**src/rtl/bus_arbiter.sv**
```systemverilog
`default_nettype none
// ============================================================================
// Module   : bus_arbiter
// Purpose  : Round-robin arbiter and write-side mux for the shared serial bus.
// Revision : 1.0 - initial release
// ============================================================================
module bus_arbiter #(
    parameter int NUM_MASTERS    = 2,
    parameter int TIMEOUT_CYCLES = 1024,
    parameter int SEL_WIDTH      = $clog2(NUM_MASTERS)
) (
    input  logic                   clk,
    input  logic                   rstn,
    input  logic [NUM_MASTERS-1:0] breq,
    output logic [NUM_MASTERS-1:0] bgrant,
    input  logic [NUM_MASTERS-1:0] m_wdata,
    input  logic [NUM_MASTERS-1:0] m_mode,
    input  logic [NUM_MASTERS-1:0] m_mvalid,
    output logic                   bus_wdata,
    output logic                   bus_mode,
    output logic                   bus_mvalid,
    output logic [SEL_WIDTH-1:0]   msel,
    output logic                   bus_busy,
    output logic                   timeout
);

    localparam int c_CNT_W = (TIMEOUT_CYCLES < 2) ? 1 : $clog2(TIMEOUT_CYCLES + 1);
    localparam logic [c_CNT_W-1:0] c_HOLD_MAX = c_CNT_W'(TIMEOUT_CYCLES);

    typedef enum logic [1:0] {
        ST_IDLE    = 2'd0,
        ST_GRANT   = 2'd1,
        ST_RELEASE = 2'd2
    } state_t;

    state_t                 state_q;
    logic [NUM_MASTERS-1:0] bgrant_q;
    logic [SEL_WIDTH-1:0]   msel_q;
    logic [SEL_WIDTH-1:0]   last_q;
    logic [c_CNT_W-1:0]     hold_q;
    logic                   timeout_q;

    logic                   w_win_any;
    logic [SEL_WIDTH-1:0]   w_win_idx;

    assign w_win_any = |breq;

    // Scan downward so the last hit is the first requester after last_q.
    always_comb begin
        w_win_idx = '0;
        for (int k = NUM_MASTERS; k >= 1; k--) begin
            if (breq[(int'(last_q) + k) % NUM_MASTERS]) begin
                w_win_idx = SEL_WIDTH'((int'(last_q) + k) % NUM_MASTERS);
            end
        end
    end

    always_ff @(posedge clk) begin
        if (!rstn) begin
            state_q   <= ST_IDLE;
            bgrant_q  <= '0;
            msel_q    <= '0;
            last_q    <= SEL_WIDTH'(NUM_MASTERS - 1);
            hold_q    <= '0;
            timeout_q <= 1'b0;
        end else begin
            timeout_q <= 1'b0;
            case (state_q)
                ST_GRANT: begin
                    if (!breq[msel_q]) begin
                        state_q  <= ST_RELEASE;
                        bgrant_q <= '0;
                    end else if ((TIMEOUT_CYCLES != 0) && (hold_q != c_HOLD_MAX)) begin
                        // Counter saturates, so the pulse fires only once per grant.
                        hold_q <= hold_q + 1'b1;
                        if (hold_q == c_HOLD_MAX - 1'b1) begin
                            timeout_q <= 1'b1;
                        end
                    end
                end
                default: begin
                    if (w_win_any) begin
                        state_q  <= ST_GRANT;
                        bgrant_q <= NUM_MASTERS'(1) << w_win_idx;
                        msel_q   <= w_win_idx;
                        last_q   <= w_win_idx;
                        hold_q   <= '0;
                    end else begin
                        state_q <= ST_IDLE;
                    end
                end
            endcase
        end
    end

    assign bgrant     = bgrant_q;
    assign msel       = msel_q;
    assign timeout    = timeout_q;
    assign bus_busy   = (state_q == ST_GRANT);
    assign bus_wdata  = bus_busy & m_wdata[msel_q];
    assign bus_mode   = bus_busy & m_mode[msel_q];
    assign bus_mvalid = bus_busy & m_mvalid[msel_q];

endmodule
`default_nettype wire
```
**config.mk**
```make
export PLATFORM = sky130hd
export DESIGN_NAME = bus_arbiter
export DESIGN_NICKNAME = d
export VERILOG_FILES = /design/src/rtl/bus_arbiter.sv
export SDC_FILE = /design/constraint.sdc
export NUM_CORES = 1
export LEC_CHECK = 0
export CORE_ASPECT_RATIO = 0.9
export CORE_UTILIZATION = 45
export CTS_CLUSTER_DIAMETER = 50
export DETAILED_ROUTE_END_ITERATION = 8
export HOLD_SLACK_MARGIN = 0.12
export PLACE_DENSITY_LB_ADDON = 0.15
export SYNTH_ARGS = -nofsm -noshare
export SYNTH_HDL_FRONTEND = slang
export SYNTH_SLANG_ARGS = --single-unit
```
**constraint.sdc**
```tcl
create_clock -name clk -period 4.14 [get_ports clk]
set_input_delay 1.035 -clock clk [delete_from_list [all_inputs] [get_ports clk]]
set_output_delay 1.035 -clock clk [all_outputs]
set_load 0.02 [all_outputs]
```
# Yosys cells after proc, flatten, opt, wreduce, memory -nomap -nowiden

Cells that the tools add are included.
Widths: inputs -> output; s select.

Register bits after elaboration: 18
Bits of input ports: 10
Output and inout bits: 8
Logic and storage cells: 58

Add/subtract/negate cells: 3
Order comparisons: 3
Equality and inequality tests: 6
Shifts and indexed selects: 1
Muxes and demuxes: 27
Bitwise logic cells: 6
Reductions and logical operators: 6

Operator list:

| operator              | count |
|---|---|
| $mux 11               | 4 |
| $mux 1                | 18 |
| $add 11x1->11 const B | 1 |
| $eq 11x10->1 const B  | 1 |
| $ne 11x11->1 const B  | 1 |
| $mux 2                | 5 |
| $lt 2x3->1 const B    | 2 |
| $ne 2x1->1 const B    | 2 |
| $reduce_and 2->1      | 2 |
| $reduce_and 4->1      | 1 |
| $and 1x1->1           | 3 |
| $reduce_and 3->1      | 1 |
| $add 1x1->1 const B   | 2 |
| $and 1x1->1 const A   | 2 |
| $eq 2x1->1 const B    | 1 |
| $lt 1x2->1 const B    | 1 |
| $ne 2x2->1 const B    | 1 |
| $reduce_bool 2->1     | 1 |
| $reduce_or 2->1       | 1 |
| $shl 1x1->2 const A   | 1 |
| $not 1->1             | 1 |

# Depth between registers and ports, before layout

Depth in word-level cells: 10
Mapped depth: 7
Mapped depth without buffers: 6

# Worst setup path after synthesis

OpenSTA, ideal clock, no wires.

Path type: input -> output
Start point: input m_mode[1]
End point: output bus_mode
Arrival time: 1.371 ns
Required time: 3.105 ns
Setup slack: 1.734 ns
Stages: 2
Buffers on the path: 0
Cell sequence: mux2i_1 -> nor2_1

Cells in the longest elaborated chain, start to end: 3

RTL lines:

| what                                      | line | text |
|---|---|---|
| start, declared                           | 17   | `input logic [NUM_MASTERS-1:0] m_mode,` |
| $mux 1 (implied by the code) (2 in a row) | 101  | `assign bus_mode = bus_busy & m_mode[msel_q];` |
| $and 1x1->1                               | 101  |  |
| end, declared                             | 20   | `output logic bus_mode,` |

Every way passes these cells. The select of a mux whose other input is x is not followed.

# Final worst setup path

Start point: input m_mvalid[0]
End point: output bus_mvalid

Cells in the longest elaborated chain, start to end: 3

RTL lines:

| what                                      | line | text |
|---|---|---|
| start, declared                           | 18   | `input logic [NUM_MASTERS-1:0] m_mvalid,` |
| $mux 1 (implied by the code) (2 in a row) | 102  | `assign bus_mvalid = bus_busy & m_mvalid[msel_q];` |
| $and 1x1->1                               | 102  |  |
| end, declared                             | 21   | `output logic bus_mvalid,` |

Every way passes these cells. The select of a mux whose other input is x is not followed.

==> impl_metrics.env <==
export IMPL_status="finished clean"
export IMPL_clk_path_buf_depth=2
export IMPL_path_clk_slew_ns=0.11
export IMPL_crit_fanout=1
export IMPL_core_area_um2=2010
export IMPL_clock_skew_ns=0.0109
export IMPL_critPathLaunch="m_mvalid[0]"
export IMPL_fin_setup_tns_ns=0
export IMPL_drt_wl_total_um=2410
export IMPL_path_class="in -> out"
export IMPL_cts_made_buffers=3
export IMPL_vias_per_cell=6.13
export IMPL_cts_tree="built"
export IMPL_syn_inst=126
export IMPL_p_int_mw=0.267
export IMPL_hold_slack_ns=0.513
export IMPL_worst_pin_slew_ns=0.515
export IMPL_dp_hpwl_um=1710
export IMPL_detail_route_antenna_nets=0
export IMPL_hold_class="reg -> reg"
export IMPL_power_density_nw_per_um2=301
export IMPL_finalHoldViolCount=0
export IMPL_avgSynthCellArea_um2=7.98
export IMPL_dr_wl_met2_um=1100
export IMPL_p_sw_share_pct=27.9
export IMPL_layout_nets=154
export IMPL_dieArea_um2=2430
export IMPL_maxCapViolations=0
export IMPL_r2r_start="state_q[1]"
export IMPL_synthTopCellsByArea="dfxtp_1, nand3_1, a22oi_1"
export IMPL_drt_iter0_markers=46
export IMPL_grt_usage_pct=22.0
export IMPL_instances_no_fill=166
export IMPL_clock_sinks=18
export IMPL_portBuffers=17
export IMPL_fin_crit_sh_pct=79.9
export IMPL_p_clk_share_pct=29.6
export IMPL_rsz0062_at_grt="no"
export IMPL_cts_htree_levels=1
export IMPL_io_pin_count=18
export IMPL_start_util_pct=50.1
export IMPL_fmax_ghz=0.302
export IMPL_maxSlewViolCount=0
export IMPL_dp_cells=162
export IMPL_synth_top_cell_area_share_pct=35.8
export IMPL_fin_crit_ns=3.31
export IMPL_ys_types=38
export IMPL_gp_congestion=0.868
export IMPL_synth_largest_area_cell="dfxtp_1"
export IMPL_die_w_um=51.8
export IMPL_mostFrequentLayoutCells="dfxtp_1, clkdlybuf4s50_1, nand3_1"
export IMPL_power_mw=0.370
export IMPL_end_kind="output pin"
export IMPL_yosysSeqAreaShare_pct=35.8
export IMPL_rows=15
export IMPL_wl_met1_um=1070
export IMPL_finalSetupViolCount=0
export IMPL_grt_overflow=0
export IMPL_syn_nets=138
export IMPL_ys_ff_latch=18
export IMPL_cp_data_required_time_ns=3.11
export IMPL_power_frac_seq_pct=49.6
export IMPL_syn2layout_area_growth_pct=21.9
export IMPL_postCtsResizedCells=0
export IMPL_clk_latency_ns=0.30
export IMPL_antenna_found_initial=0
export IMPL_hold_buffers=0
export IMPL_yosys_warnings=0
export IMPL_routedWlPerCell_um=14.5
export IMPL_p_leak_nw=0.443
export IMPL_grt_max_degree=15
export IMPL_combinationalPowerShare_pct=20.8
export IMPL_wl_met3_um=195
export IMPL_grt_pass1_wl_um=3830
export IMPL_arrival_ns=2.27
export IMPL_drc_errors=0
export IMPL_cts_setup_buffers=0
export IMPL_peakVddDrop_uv=224
export IMPL_vias=1017
export IMPL_min_from="hold_q[8]"
export IMPL_max_slew_margin_pct=65.6
export IMPL_crit_path_start_kind="input port"
export IMPL_die_h_um=46.9
export IMPL_cts_root_buffer="clkbuf_4"
export IMPL_drt_pass1_iter_count=4
export IMPL_grt_pass1_vias=821
export IMPL_switching_power_mw=0.103
export IMPL_layout_commonest_cell="dfxtp_1"
export IMPL_highest_layer="met4"
export IMPL_synth_area_um2=1010
export IMPL_antennaDiodeCount=0
export IMPL_layout_drive_gt1_share_pct=7.80
## final timing paths
| check | cells past startpoint | end | slack, ns |
|---|---|---|---|
| hold reg to reg | 2 | hold_q[8] | 0.51 |
| setup reg to reg | 5 | hold_q[8] | 2.13 |
| setup / recovery | 4 | bus_mvalid | 0.83 |
| hold / removal | 2 | hold_q[8] | 0.51 |
## metal layers
layer,GRT usage [%],vias up
met2,36.2,49
met4,8.65,0
met1,27.3,466
met5,0,-
li1,-,497
met3,6.80,5
## synth_stat cells
cell and count:
clkbuf_1 6, ha_1 2, or4bb_1 1, o22ai_1 3
o32ai_1 3, nand3_1 14, or3_4 1, buf_2 2
and3_2 1, or3_1 3, a21oi_1 8, and4_2 1
clkinv_1 1, or4b_1 1, nand3b_1 1, and3_1 1
a22oi_1 6, inv_1 4, and4_1 2, a211o_1 1
and2_1 2, or2b_2 1, and3b_1 1, a31oi_1 2
o31ai_1 1, mux2i_1 3, a22o_1 1, mux2_2 1
nor2_1 8, nand2_1 11, nor2b_1 1, o211ai_1 1
nand4_1 2, or4_1 2, o21ai_0 5, nor3_1 2
dfxtp_1 18, nand2b_1 2
## layout make-up
cell class | count | area [um^2]
timing repair buffer | 19 | 185
inverter | 5 | 18.8
tap | 25 | 31.3
clock buffer | 4 | 36.3
sequential | 18 | 360
multi-input combinational | 95 | 594
fill | 184 | 782
## logic make-up (layout without fill, tap and decap cells)
group	count (synthesis)	in the layout	share of synthesized area (%)
adder cells (fa/ha/maj)	2	2	2.49
buffers and inverters	13	28	5.10
AO/OA/AOI/OAI	31	31	19.9
flip-flops	18	18	35.8
multiplexers	4	4	4.10
AND/OR/NAND/NOR	58	58	32.6
## worst max-delay path: stages
cell,delay (ns)
clkdlybuf4s50_1,0.46
mux2i_1,0.06
nor2_1,0.10
clkdlybuf4s50_1,0.61
## power groups by stage
stage	logic (mW)	registers, mW	clock network, mW
floorplan	0.0457	0.188	0
global placement	0.0752	0.187	0
detailed placement	0.0760	0.187	0
CTS	0.0763	0.183	0.115
global route	0.0842	0.184	0.122
finish	0.0767	0.183	0.109
## flip-flops by register name (all words and copies together), names as in the netlist
signal	flops
timeout	1
last_q	1
bgrant	2
msel	1
hold_q	11
state_q	2
## stage by stage
step                setup WS [ns]  util [%]  cell area (um^2)
floorplan                    1.73         -              1010
CTS                         0.821      61.1              1230
global route                0.777      61.1              1230
finish                      0.833      61.1              1230
global placement            0.848      59.3              1190
detailed placement          0.820      59.3              1190
Note: power is estimated with default switching activity, not from simulation.
